===== src/rtl/apb_priority_intc.sv =====
// -----------------------------------------------------------------------------
// apb_priority_intc
//
// Priority interrupt controller with an APB (zero-wait-state) register port.
// Each source has a programmable priority, enable and trigger mode (level or
// rising edge). Among the eligible sources, the one with the highest priority
// is presented to the processor. Ties go to the lowest index. The presentation
// is held stable until the processor pulses irq_serviced.
//
// Register map (word address):
//   0 .. NUM_SRC-1 : PRIO[i]   RW  [PRIO_W-1:0]
//   NUM_SRC        : ENABLE    RW  [NUM_SRC-1:0]
//   NUM_SRC+1      : MODE      RW  1 = edge, 0 = level
//   NUM_SRC+2      : PENDING   RO  writing 1 to a bit clears that edge-latched bit
//   NUM_SRC+3      : THRESHOLD RW  [PRIO_W-1:0]
//   NUM_SRC+4      : STATUS    RO  {bit8 busy, [ID_W-1:0] current id}
//
// Ports:
//   pclk, preset_n         clock (rising edge) and async active-low reset
//   psel/penable/pwrite    APB control; access phase = psel & penable
//   paddr, pwdata          APB word address and write data
//   prdata                 read data, registered at the access-phase edge
//   pready                 always 1
//   pslverr                high during an access phase to an unmapped address
//   irq_src                synchronous interrupt inputs, one per source
//   irq_valid/id/prio      presented interrupt
//   irq_serviced           one-cycle pulse: processor finished irq_id
// -----------------------------------------------------------------------------
module apb_priority_intc #(
  parameter  int NUM_SRC = 16,
  parameter  int PRIO_W  = 4,
  parameter  int ADDR_W  = 6,
  localparam int ID_W    = $clog2(NUM_SRC)
) (
  input  logic               pclk,
  input  logic               preset_n,
  input  logic               psel,
  input  logic               penable,
  input  logic               pwrite,
  input  logic [ADDR_W-1:0]  paddr,
  input  logic [31:0]        pwdata,
  output logic [31:0]        prdata,
  output logic               pready,
  output logic               pslverr,
  input  logic [NUM_SRC-1:0] irq_src,
  output logic               irq_valid,
  output logic [ID_W-1:0]    irq_id,
  output logic [PRIO_W-1:0]  irq_prio,
  input  logic               irq_serviced
);

  localparam logic [ADDR_W-1:0] A_ENABLE  = ADDR_W'(NUM_SRC);
  localparam logic [ADDR_W-1:0] A_MODE    = ADDR_W'(NUM_SRC + 1);
  localparam logic [ADDR_W-1:0] A_PENDING = ADDR_W'(NUM_SRC + 2);
  localparam logic [ADDR_W-1:0] A_THRESH  = ADDR_W'(NUM_SRC + 3);
  localparam logic [ADDR_W-1:0] A_STATUS  = ADDR_W'(NUM_SRC + 4);

  typedef enum logic [1:0] {S_IDLE, S_ARB, S_SERVE} state_t;

  state_t              state, state_nxt;

  logic [PRIO_W-1:0]   prio [NUM_SRC];
  logic [NUM_SRC-1:0]  enable;
  logic [NUM_SRC-1:0]  mode;
  logic [PRIO_W-1:0]   threshold;

  logic [NUM_SRC-1:0]  pend_edge;   // latched rising edges (edge-mode sources)
  logic [NUM_SRC-1:0]  src_q;       // previous-cycle sample of irq_src
  logic                edge_armed;  // low only until the first edge after reset
  logic [NUM_SRC-1:0]  rise;
  logic [NUM_SRC-1:0]  clr;
  logic [NUM_SRC-1:0]  pending;
  logic [NUM_SRC-1:0]  eligible;

  logic                access, wr_en, rd_en, unmapped;
  logic                any_elig, load, svc;
  logic [ID_W-1:0]     win_id;
  logic [PRIO_W-1:0]   win_prio;
  logic [31:0]         rdata_nxt;

  // ---------------------------------------------------------------------------
  // APB decode
  // ---------------------------------------------------------------------------
  assign access   = psel & penable;
  assign wr_en    = access & pwrite;
  assign rd_en    = access & ~pwrite;
  assign unmapped = paddr > A_STATUS;
  assign pready   = 1'b1;
  assign pslverr  = access & unmapped;

  // ---------------------------------------------------------------------------
  // Configuration registers
  // ---------------------------------------------------------------------------
  // NOTE: the priority array is software-visible and must read 0 after reset,
  // so it is built from resettable flops rather than left as an unreset memory.
  always_ff @(posedge pclk or negedge preset_n) begin
    if (!preset_n) begin
      for (int i = 0; i < NUM_SRC; i++) prio[i] <= '0;
      enable    <= '0;
      mode      <= '0;
      threshold <= '0;
    end else if (wr_en) begin
      // NOTE: state is updated with non-blocking assignments so every process
      // sampling at this edge (arbiter, FSM) sees the pre-write values.
      if (paddr < A_ENABLE) begin
        prio[paddr[ID_W-1:0]] <= pwdata[PRIO_W-1:0];
      end else begin
        case (paddr)
          A_ENABLE: enable    <= pwdata[NUM_SRC-1:0];
          A_MODE:   mode      <= pwdata[NUM_SRC-1:0];
          A_THRESH: threshold <= pwdata[PRIO_W-1:0];
          default:  ;
        endcase
      end
    end
  end

  // ---------------------------------------------------------------------------
  // Pending logic
  // ---------------------------------------------------------------------------
  // A source already high when reset is released is not treated as an edge.
  assign rise = mode & irq_src & ~src_q & {NUM_SRC{edge_armed}};
  assign svc  = (state == S_SERVE) & irq_serviced;

  // NOTE: every always_comb output gets a default first, so no path can leave
  // a signal unassigned and infer a latch.
  always_comb begin
    clr = '0;
    if (wr_en && paddr == A_PENDING) clr = pwdata[NUM_SRC-1:0];
    if (svc) clr[irq_id] = 1'b1;
  end

  always_ff @(posedge pclk or negedge preset_n) begin
    if (!preset_n) begin
      pend_edge  <= '0;
      src_q      <= '0;
      edge_armed <= 1'b0;
    end else begin
      // Set has priority over clear: a new edge in the same cycle survives.
      pend_edge  <= (pend_edge & ~clr) | rise;
      src_q      <= irq_src;
      edge_armed <= 1'b1;
    end
  end

  // Level sources are not latched: they report the live input.
  assign pending = (mode & pend_edge) | (~mode & irq_src);

  // ---------------------------------------------------------------------------
  // Arbiter: highest priority wins; strict '>' keeps the lowest index on ties.
  // ---------------------------------------------------------------------------
  always_comb begin
    eligible = '0;
    any_elig = 1'b0;
    win_id   = '0;
    win_prio = '0;
    for (int i = 0; i < NUM_SRC; i++) begin
      eligible[i] = pending[i] & enable[i] & (prio[i] != '0) & (prio[i] > threshold);
    end
    for (int i = 0; i < NUM_SRC; i++) begin
      if (eligible[i] && (!any_elig || prio[i] > win_prio)) begin
        any_elig = 1'b1;
        win_id   = ID_W'(i);
        win_prio = prio[i];
      end
    end
  end

  // ---------------------------------------------------------------------------
  // Presentation FSM
  // ---------------------------------------------------------------------------
  always_ff @(posedge pclk or negedge preset_n) begin
    if (!preset_n) state <= S_IDLE;
    else           state <= state_nxt;
  end

  always_comb begin
    state_nxt = state;
    load      = 1'b0;
    case (state)
      S_IDLE:  if (any_elig) state_nxt = S_ARB;
      S_ARB: begin
        // The source seen in IDLE may have gone away; re-arbitrate here.
        if (any_elig) begin
          load      = 1'b1;
          state_nxt = S_SERVE;
        end else begin
          state_nxt = S_IDLE;
        end
      end
      S_SERVE: if (irq_serviced) state_nxt = S_IDLE;
      default: state_nxt = S_IDLE;
    endcase
  end

  // Decoded from the state flop so an asynchronous reset drops it at once.
  assign irq_valid = (state == S_SERVE);

  always_ff @(posedge pclk or negedge preset_n) begin
    if (!preset_n) begin
      irq_id   <= '0;
      irq_prio <= '0;
    end else if (load) begin
      irq_id   <= win_id;
      irq_prio <= win_prio;
    end
  end

  // ---------------------------------------------------------------------------
  // Read path
  // ---------------------------------------------------------------------------
  always_comb begin
    rdata_nxt = '0;
    if (paddr < A_ENABLE) begin
      rdata_nxt[PRIO_W-1:0] = prio[paddr[ID_W-1:0]];
    end else begin
      case (paddr)
        A_ENABLE:  rdata_nxt[NUM_SRC-1:0] = enable;
        A_MODE:    rdata_nxt[NUM_SRC-1:0] = mode;
        A_PENDING: rdata_nxt[NUM_SRC-1:0] = pending;
        A_THRESH:  rdata_nxt[PRIO_W-1:0]  = threshold;
        A_STATUS: begin
          rdata_nxt[8]        = irq_valid;
          rdata_nxt[ID_W-1:0] = irq_id;
        end
        default:   rdata_nxt = '0;
      endcase
    end
  end

  always_ff @(posedge pclk or negedge preset_n) begin
    if (!preset_n)  prdata <= '0;
    else if (rd_en) prdata <= rdata_nxt;
  end

endmodule


===== config.mk =====
export PLATFORM = sky130hd
export DESIGN_NAME = apb_priority_intc
export DESIGN_NICKNAME = d
export VERILOG_FILES = /design/src/rtl/apb_priority_intc.sv
export SDC_FILE = /design/constraint.sdc
export NUM_CORES = 1
export LEC_CHECK = 0
export ABC_CLOCK_PERIOD_IN_PS = 26400
export CAP_MARGIN = 20
export CORE_AREA = 5 5 212 152
export DETAILED_ROUTE_END_ITERATION = 10
export DIE_AREA = 0 0 217 157
export PLACE_DENSITY_LB_ADDON = 0.05
export SLEW_MARGIN = 5
export SYNTH_ARGS = -nofsm -noshare
export SYNTH_HDL_FRONTEND = slang
export SYNTH_SLANG_ARGS = --single-unit

===== constraint.sdc =====
create_clock -name pclk -period 26.4 [get_ports pclk]
set_input_delay 7.92 -clock pclk [delete_from_list [all_inputs] [get_ports pclk]]
set_output_delay 7.92 -clock pclk [all_outputs]
set_load 0.03 [all_outputs]

==> flow_summary.ini <==
[floorplan]
std_cell_rows = 53
die_h_microns = 157
die_area_sq_um = 34100
fp.dieW_microns = 217
initial_core_util_pct = 39.7
core-area_sq_um = 29800
io_pins = 103

[global_route]
grt_pass1_wl_mm = 62.8
grt_pass1_vias = 10300
grt_max_degree = 89
grt_usage_pct = 24.0
antenna_found_initial = 1
grt_overflow = 0

[flow_run]
maxCapViolCount = 0

[critical_path]
required_ps = 26710
endpoint_kind = register
cp_slowest_cell = a222oi_1
crit_arrival_ps = 29910
start_kind = primary input
critPathMaxFanout = 7
rrSetupSlack_ps = 3250
timing.critical_path.mode_cell = buf_4
critPathKind = in -> reg
slowest_delay_ps = 420

[clock_network]
cts-root-buf = clkbuf_16
cts_tree = done
cts_hold_buf = 0
clk_pin_slew_ps = 70
clk_latency_ps = 430
htree_levels = 4
cts.sinks = 159
cts_buffer_depth = 2
cts_buffers = 17

[power]
vdd_drop_max_mv = 0.0451
power_mw = 0.706
p_leak_nw = 7.20
power-per-cell-area_nw_per_um2 = 44.8

[finish]
stdcell_area_sq_um = 15800
layout-drive-gt1-share_pct = 33.9
final_nets = 1620
final_cell_mix = buf_4 (200), dfrtp_1 (159), nand2_1 (103)
num_antenna_cells = 0
layout_commonest_cell = buf_4
area_growth_pct = 33.4

[sta]
fin_skew_ps = 9.35
min_period_ps = 29590
fmax_mhz = 33.8
worst_pin_slew_ps = 1170
relSlewSlack_pct = 21.7
rsz0062_at_grt = true
hold_violations = 0
setup_viol = 8
finalWorstSetupSlack_ps = -3190
finalCritPeriodShare_pct = 112
maxSlewViolCount = 0

[detailed_routing]
drt_pass1_iterations = 7
drt-vias-per-instance = 5.73
wirelength_mm = 40.9
wire_per_inst_microns = 22.3
ant_nets = 0
post-route-drc-count = 0
first_iter_violations = 823
num_vias = 10500

[placed_design]
dpl_cell_area_sq_um = 14100
place.detailed.hpwl_mm = 29.6
port-buffer-count = 69
gp_congestion = 0.892

[logic_synthesis]
ys_ff_latch = 159
postSynthAreaPerCell_sq_um = 10.0
synth_cell_type_count = 86
synth_edf_count = 0
synth_cells = 1181
async_reset_ff_share_pct = 100
ys_seq_area_share_pct = 33.7
synth_ff_type = dfrtp_1
yosys_warnings = 0
syn-cell-area_sq_um = 11800

[worst_hold_path]
hold_path_class = reg -> reg

[status]
violations = setup timing
outcome = complete, but fails checks
-- synthesized netlist by cell type (12+ instances only) --
cell type | n | area, sq um
a21oi_1 | 49 | 245
nand2b_1 | 18 | 113
mux4_2 | 20 | 450
a211oi_1 | 13 | 97.6
ha_1 | 118 | 1480
o21ai_0 | 52 | 260
mux2_2 | 92 | 1040
nand2_1 | 106 | 398
o21a_1 | 17 | 128
inv_1 | 60 | 225
a22oi_1 | 15 | 113
o211ai_1 | 25 | 188
o22ai_1 | 12 | 75.1
clkbuf_1 | 33 | 124
mux2i_1 | 40 | 400
nor2_1 | 53 | 199
dfrtp_1 | 159 | 3980
a31oi_1 | 12 | 75.1
nand4b_1 | 16 | 140
buf_4 | 17 | 128
nor2b_1 | 41 | 257
nand4_1 | 22 | 138
nor4_1 | 16 | 100
nor3_1 | 13 | 65.1
a22o_1 | 14 | 123
-- power by group --
group          internal (mW)  switching [mW]  total [mW]
combinational         0.0684          0.0858       0.154
clock                  0.138           0.119       0.257
sequential             0.263          0.0317       0.295
-- logic make-up after synthesis --
group	count (synthesis)	synth area share [%]
AOI/OAI and AO/OA	297	18.3
adders and majority gates	118	12.5
buffers and inverters	115	4.28
DFF	159	33.7
muxes	152	16.0
other	2	0.0636
and+or+nand+nor	338	15.2
-- through the flow --
stage | setup TNS [ps] | worst slack [ps] | hold WS, ps | instances | utilization [%]
finish | -25330 | -3190 | 467 | 1840 | 52.9
global route | -35680 | -4500 | 506 | 1840 | 52.9
CTS | -23420 | -3020 | 463 | 1828 | 51.8
detailed placement | -38710 | -4930 | 445 | 1749 | 47.5
global placement | -38000 | -4840 | 442 | 1748 | 47.5
floorplan | -19630 | -2610 | 426 | 1197 | -
-- metal layers --
| metal | part of all wire (%) | track usage [%] |
|---|---|---|
| met5 | 0 | 0 |
| met4 | 0.96 | 4.24 |
| met3 | 7.3 | 5.42 |
| met2 | 42 | 35.2 |
| met1 | 50 | 36.6 |
-- repair_timing --
item | 4_1_cts | 5_1_grt
endpoints found under the hold margin | 0 | 0
resized for setup | 61 | 50
pin swaps | 49 | 41
gates cloned | 0 | 0
setup endpoints to repair | 8 | 8
setup buffers | 47 | 12
-- final timing paths --
| path | startpoint | endpoint | cells past startpoint |
|---|---|---|---|
| setup / recovery | irq_src[0] | irq_id[0] | 142 |
| hold / removal | state[0] | state[0] | 1 |
| setup reg to reg | threshold[2] | irq_id[0] | 144 |
| hold reg to reg | state[0] | state[0] | 1 |
| max in group asynchronous | preset_n | irq_prio[0] | 2 |
| min in group asynchronous | preset_n | pend_edge[4] | 1 |
-- worst max-delay path, delay by kind of cell --
kind / cells / cell delay (ps)
AOI/OAI and AO/OA: 62 / 9880
and+or+nand+nor: 34 / 3870
muxes: 7 / 1510
buffers and inverters: 25 / 2860
adders and majority gates: 14 / 3830
-- state kept, by name, summed over array words and instances (netlist names) --
signal and cells:
prdata 16, edge_armed 1, prio 64, src_q 16, irq_prio 4, threshold 4, enable 16, pend_edge 16
irq_id 4, mode 16, state 2
-- layout make-up --
cell class              instances  area [sq um]
flip-flops and latches        159          3980
well taps                     385           482
clock buffers                  18           439
fillers                      2699         14000
repair buffers                281          2320
inverters                      60           225
multi-input cells             923          8140
clock inverters                14           174
Power figures use the tool's default switching activity.
